### src/rtl/mult_seq_unit_pkg.sv
// Shared definitions for the sequential MULTU unit: controller states and default width.
`ifndef MULT_SEQ_DEFS_SV
`define MULT_SEQ_DEFS_SV

package mult_seq_unit_pkg;

    // Default operand width of the multiplier datapath.
    localparam int unsigned MULT_WIDTH = 32;

    // Adder lookahead group size; WIDTH must be a multiple of this.
    localparam int unsigned CLA_GROUP = 4;

    // Controller states; encodings are fixed so HI/LO control decodes stay stable.
    typedef enum logic [1:0] {
        ST_IDLE = 2'd0,
        ST_RUN  = 2'd1,
        ST_DONE = 2'd2
    } mult_state_e;

endpackage

`endif

### src/rtl/mult_seq_unit_cla.sv
// Carry-lookahead adder: 4-bit lookahead groups with group carries rippling between them.
`ifndef CLA_ADDER32_SV
`define CLA_ADDER32_SV

module CLA_Adder32
    import mult_seq_unit_pkg::*;
#(
    parameter int unsigned WIDTH = MULT_WIDTH
) (
    input  logic [WIDTH-1:0] a,
    input  logic [WIDTH-1:0] b,
    input  logic             cin,
    output logic [WIDTH-1:0] sum,
    output logic             cout
);

    localparam int unsigned GROUPS = WIDTH / CLA_GROUP;

    logic [WIDTH-1:0] g;
    logic [WIDTH-1:0] p;
    logic [WIDTH-1:0] c;
    logic [GROUPS:0]  gc;

    assign g     = a & b;
    assign p     = a ^ b;
    assign gc[0] = cin;

    // Per-group lookahead: every internal carry and the group carry-out come
    // straight from generate/propagate terms and the group carry-in.
    for (genvar k = 0; k < GROUPS; k++) begin : g_grp
        localparam int unsigned B = CLA_GROUP * k;

        assign c[B]     = gc[k];
        assign c[B + 1] = g[B] | (p[B] & gc[k]);
        assign c[B + 2] = g[B + 1] | (p[B + 1] & g[B]) | (p[B + 1] & p[B] & gc[k]);
        assign c[B + 3] = g[B + 2] | (p[B + 2] & g[B + 1]) | (p[B + 2] & p[B + 1] & g[B])
                        | (p[B + 2] & p[B + 1] & p[B] & gc[k]);
        assign gc[k + 1] = g[B + 3] | (p[B + 3] & g[B + 2]) | (p[B + 3] & p[B + 2] & g[B + 1])
                         | (p[B + 3] & p[B + 2] & p[B + 1] & g[B])
                         | (p[B + 3] & p[B + 2] & p[B + 1] & p[B] & gc[k]);
    end

    assign sum  = p ^ c;
    assign cout = gc[GROUPS];

endmodule

`endif

### src/rtl/mult_seq_unit.sv
// Sequential unsigned shift-add multiplier for MULTU: one add per cycle into HI/LO.
module mult_seq_unit
    import mult_seq_unit_pkg::*;
#(
    parameter int unsigned WIDTH = MULT_WIDTH,
    parameter int unsigned CNT_W = $clog2(WIDTH)
) (
    input  logic             clk,
    input  logic             rst,
    input  logic             start,
    input  logic             abort,
    input  logic [WIDTH-1:0] mcand,
    input  logic [WIDTH-1:0] mplier,
    output logic             busy,
    output logic             done,
    output logic [WIDTH-1:0] hi,
    output logic [WIDTH-1:0] lo
);

    mult_state_e      state;
    logic [CNT_W-1:0] counter;
    logic [WIDTH-1:0] mcand_r;
    logic [WIDTH-1:0] addend;
    logic [WIDTH-1:0] sum;
    logic             carry;

    // Add the multiplicand only when the current multiplier bit (lo[0]) is set.
    assign addend = lo[0] ? mcand_r : '0;

    CLA_Adder32 #(
        .WIDTH (WIDTH)
    ) u_add (
        .a    (hi),
        .b    (addend),
        .cin  (1'b0),
        .sum  (sum),
        .cout (carry)
    );

    // Controller, iteration counter and HI/LO shift register; busy/done are registered state decodes.
    always_ff @(posedge clk or posedge rst) begin
        if (rst) begin
            state   <= ST_IDLE;
            counter <= '0;
            mcand_r <= '0;
            hi      <= '0;
            lo      <= '0;
            busy    <= 1'b0;
            done    <= 1'b0;
        end else begin
            case (state)
                ST_IDLE, ST_DONE: begin
                    if (start) begin
                        mcand_r <= mcand;
                        lo      <= mplier;
                        hi      <= '0;
                        counter <= CNT_W'(WIDTH - 1);
                        state   <= ST_RUN;
                        busy    <= 1'b1;
                        done    <= 1'b0;
                    end else begin
                        state <= ST_IDLE;
                        busy  <= 1'b0;
                        done  <= 1'b0;
                    end
                end
                ST_RUN: begin
                    if (abort) begin
                        state   <= ST_IDLE;
                        hi      <= '0;
                        lo      <= '0;
                        counter <= '0;
                        busy    <= 1'b0;
                        done    <= 1'b0;
                    end else begin
                        // {carry, sum, lo} shifted right by one; lo[0] has been consumed.
                        hi      <= {carry, sum[WIDTH-1:1]};
                        lo      <= {sum[0], lo[WIDTH-1:1]};
                        counter <= counter - 1'b1;
                        if (counter == '0) begin
                            state <= ST_DONE;
                            busy  <= 1'b0;
                            done  <= 1'b1;
                        end
                    end
                end
                default: begin
                    state <= ST_IDLE;
                    busy  <= 1'b0;
                    done  <= 1'b0;
                end
            endcase
        end
    end

endmodule

### config.mk
export PLATFORM = sky130hd
export DESIGN_NAME = mult_seq_unit
export DESIGN_NICKNAME = d
export VERILOG_FILES = /design/src/rtl/mult_seq_unit_pkg.sv /design/src/rtl/mult_seq_unit_cla.sv /design/src/rtl/mult_seq_unit.sv
export SDC_FILE = /design/constraint.sdc
export NUM_CORES = 1
export LEC_CHECK = 0
export ABC_CLOCK_PERIOD_IN_PS = 5150
export CAP_MARGIN = 25
export CORE_MARGIN = 5
export CORE_UTILIZATION = 52
export CTS_BUF_LIST = sky130_fd_sc_hd__clkbuf_4 sky130_fd_sc_hd__clkbuf_8
export DETAILED_ROUTE_END_ITERATION = 8
export HOLD_SLACK_MARGIN = 0.15
export PLACE_DENSITY = 0.8
export SYNTH_ARGS = -nofsm -noshare
export SYNTH_HDL_FRONTEND = slang
export SYNTH_SLANG_ARGS = --single-unit
### constraint.sdc
create_clock -name clk -period 5.15 [get_ports clk]
set_input_delay 1.2875 -clock clk [delete_from_list [all_inputs] [get_ports clk]]
set_output_delay 1.2875 -clock clk [all_outputs]
set_load 0.1 [all_outputs]
==> run metrics <==
result of the run complete, but fails checks; violated checks design-rule violations; crit path from lo[0]; detailed-route via count 4475; count of max-cap constraint violations 0; total negative slack 0 ns; maximum net fanout on the critical path 34; static power due to leakage 3.33 nW; synth unique cells 50; pin slew with the least headroom to its limit 1.02 ns; share of the clock period used by the worst path 77.0%; gr ovfl total 0; half-perimeter wire length of the detailed placement result 9340 um; Clk pin slew, worst setup/hold paths 0.11 ns; number of instances in the synthesized netlist 510; CP arrival 2.68 ns; share of synthesized flip-flops with an asynchronous set or reset 100%; proportion of power drawn by flip-flops and latches 33.0%; final slew viol count 0; later-pin clock latency in the skew report 0.40 ns; Mapped Avg Cell Area 10.9 um^2; initial antenna violation count 0; type of the worst setup path flip-flop to primary output; final core area utilization 69.8%; total of endpoints with negative setup slack in the final report 0; largest net degree at the start of global routing 69; count of warnings emitted by yosys 0; fill cell total of the finished layout 798; maximum clock skew at final layout 0.0173 ns; Netlist Area Pre-Place 0.00554 mm^2; cts bufs inserted 9; number of flip-flops and latches in the synthesized netlist 104; top cell type's share of synthesized area 47.0%; first-pass GRT wire length 22600 um; Initial DRT Pass Iterations 9; Cell Rows 37; number of buffers inserted by hold repair at cts 0; hold violation total from the final report 0; kind of end point of the critical path primary output; number of enable flip-flop cells after synthesis 0; Post-Synthesis Net Count 620; width of the chip 113 um; start point of the worst hold path mcand_r[30]; clock net sink count 104; # H-tree levels 3; switching share of total power 50.1%; detail-routed net length per standard cell 17.1 um; PwrDens 500 mW/mm^2; leading cell type in the layout, fill and taps excluded sky130_fd_sc_hd__clkdlybuf4s50_1; core outline area 0.0104 mm^2; internal power component 1.81 mW; area enclosed by the die boundary 0.0128 mm^2; cell type group with the largest total delay on the critical path buffers and inverters; cell types with the largest area share after synthesis sky130_fd_sc_hd__dfrtp_1, sky130_fd_sc_hd__ha_1, sky130_fd_sc_hd__mux2_2, sky130_fd_sc_hd__a222oi_1, sky130_fd_sc_hd__and2_1; worst-case setup margin in the final layout 1.18 ns; slowest stage cell on the critical path sky130_fd_sc_hd__clkdlybuf4s50_1; wire length after detailed routing 13200 um; switching power summed over all nets 1.81 mW; crit-path max cell delay 1.29 ns; VDD IR max 0.000442 V; remaining antenna violation count after routing 0; layout cells sized above 1 10.0%; Total Nets Final 744; TritonCTS clock tree built; worst-case hold slack 0.507 ns; footprint of the multi-input gates 0.00270 mm^2; Max Clk Rate 252 MHz; post-CTS resize count 0; leading area contributor after synthesis sky130_fd_sc_hd__dfrtp_1; Die Span Y 113 um; setup repair after global routing missed its margin no; worst slew slack as a fraction of its limit 31.6%; Starting DRT DRC Count 302; total power 3.62 mW; combined flip-flop and latch cell area 0.00260 mm^2; Combinational Power Share 52.2%; Hold WC Path Type flip-flop to flip-flop; DRC 9; global placement routability congestion 0.832; kind of start point of the critical path flip-flop; # port buffers 133; Clock power frac 14.8%; total buffers and inverters traversed by the critical path 1; Most used DFF post-synth sky130_fd_sc_hd__dfrtp_1; worst slack at placement 1.52 ns; Vias per Instance 5.77; vias in the first global route 4662; min cycle time layout 3.97 ns; Reg2Reg Launch Point lo[0]; initial cell density of the core 53.5%; ports placed on the boundary 134; required time of the worst setup path 3.86 ns; commonest non-fill, non-tap cells in the layout sky130_fd_sc_hd__clkdlybuf4s50_1, sky130_fd_sc_hd__dfrtp_1, sky130_fd_sc_hd__inv_1, sky130_fd_sc_hd__ha_1, sky130_fd_sc_hd__and2_1; deepest clock path buffer count 2; Seq/Total Area, Yosys 47.0%; number of post-CTS setup repair buffers 0; cell at the root of the clock tree sky130_fd_sc_hd__clkbuf_8; GRT Util Overall 21.9%; area growth from synthesis to layout 30.6%; worst-path cell chain clkdlybuf4s50_1; antenna fix cells 0
==> power groups by stage <==
| stage | Clock [mW] | Combinational [mW] | Sequential, mW |
|---|---|---|---|
| after floorplan | 0 | 0.576 | 2.03 |
| after global placement | 0 | 1.85 | 1.20 |
| after detailed placement | 0 | 1.89 | 1.20 |
| after CTS | 0.553 | 1.90 | 1.19 |
| after global routing | 0.589 | 2.00 | 1.23 |
| final | 0.537 | 1.89 | 1.19 |
==> kinds of logic (layout without fill, tap and decap cells) <==
group	Yosys count	count (layout)	synth area share [%]
mux	33	33	6.68
buf+inv	69	198	4.67
simple gates	121	121	11.6
xor+xnor	17	17	2.69
fa+ha+maj	42	42	10.6
compound gates	124	124	16.9
flops	104	104	47.0
==> metrics by stage <==
| stage | instances | area [um^2] |
|---|---|---|
| 6_report | 775 | 7240 |
| 3_3_place_gp | 757 | 7000 |
| 4_1_cts | 774 | 7230 |
| 5_1_grt | 775 | 7240 |
| 3_5_place_dp | 758 | 7020 |
| 2_1_floorplan | 510 | 5540 |
==> flip-flops by register name (all words and copies together), names as in the netlist <==
register,flops
state,1
hi,32
mcand_r,32
lo,32
busy,1
done,1
counter,5
==> layer usage <==
layer / wire length (um) / global-route usage, % / vias up
met2: 6470 / 36.3 / 180
met1: 5370 / 26.7 / 2170
met3: 1130 / 7.33 / 26
met5: 0 / 0 / -
met4: 251 / 8.17 / 0
li1: - / - / 2099
==> synth_stat cells, types with 2 or more instances <==
cell type                  instances
sky130_fd_sc_hd__a211oi_1          2
sky130_fd_sc_hd__a21o_1            6
sky130_fd_sc_hd__a21oi_1          21
sky130_fd_sc_hd__a222oi_1         32
sky130_fd_sc_hd__a22o_1            9
sky130_fd_sc_hd__a32o_1            2
sky130_fd_sc_hd__and2_1           33
sky130_fd_sc_hd__and3_1            3
sky130_fd_sc_hd__and4_1            2
sky130_fd_sc_hd__buf_1             2
sky130_fd_sc_hd__clkbuf_1         24
sky130_fd_sc_hd__dfrtp_1         104
sky130_fd_sc_hd__fa_1              8
sky130_fd_sc_hd__ha_1             34
sky130_fd_sc_hd__inv_1            43
sky130_fd_sc_hd__mux2_2           32
sky130_fd_sc_hd__nand2_1          27
sky130_fd_sc_hd__nand2b_1          5
sky130_fd_sc_hd__nand3_1           8
sky130_fd_sc_hd__nand4_1           3
sky130_fd_sc_hd__nor2_1           21
sky130_fd_sc_hd__nor2b_1           6
sky130_fd_sc_hd__nor3_1            4
sky130_fd_sc_hd__o211ai_1          3
sky130_fd_sc_hd__o21ai_0          21
sky130_fd_sc_hd__o21ai_1           9
sky130_fd_sc_hd__o21bai_1          4
sky130_fd_sc_hd__o22ai_1           2
sky130_fd_sc_hd__o31ai_1           2
sky130_fd_sc_hd__or3_1             3
sky130_fd_sc_hd__xnor2_1          13
sky130_fd_sc_hd__xor2_1            4
==> path summary, 6_finish.rpt <==
check / cells after the start / slack, ns / end
worst max-delay path: 1 / 1.18 / lo[0]
worst min-delay path: 1 / 0.51 / mcand_r[30]
worst max register to register: 12 / 1.49 / hi[16]
worst min register to register: 1 / 0.51 / mcand_r[30]
max in group asynchronous: 3 / 2.99 / mcand_r[7]
min in group asynchronous: 2 / 1.33 / lo[16]
==> cell type report <==
type	count	share of cell area, %
clock buffers	10	1.82
inverters	43	2.26
multi-input cells	337	37.4
clock inverters	6	1.02
well taps	136	2.35
repair buffers	139	19.2
flip-flops and latches	104	36.0
Note: power is estimated with default switching activity, not from simulation.
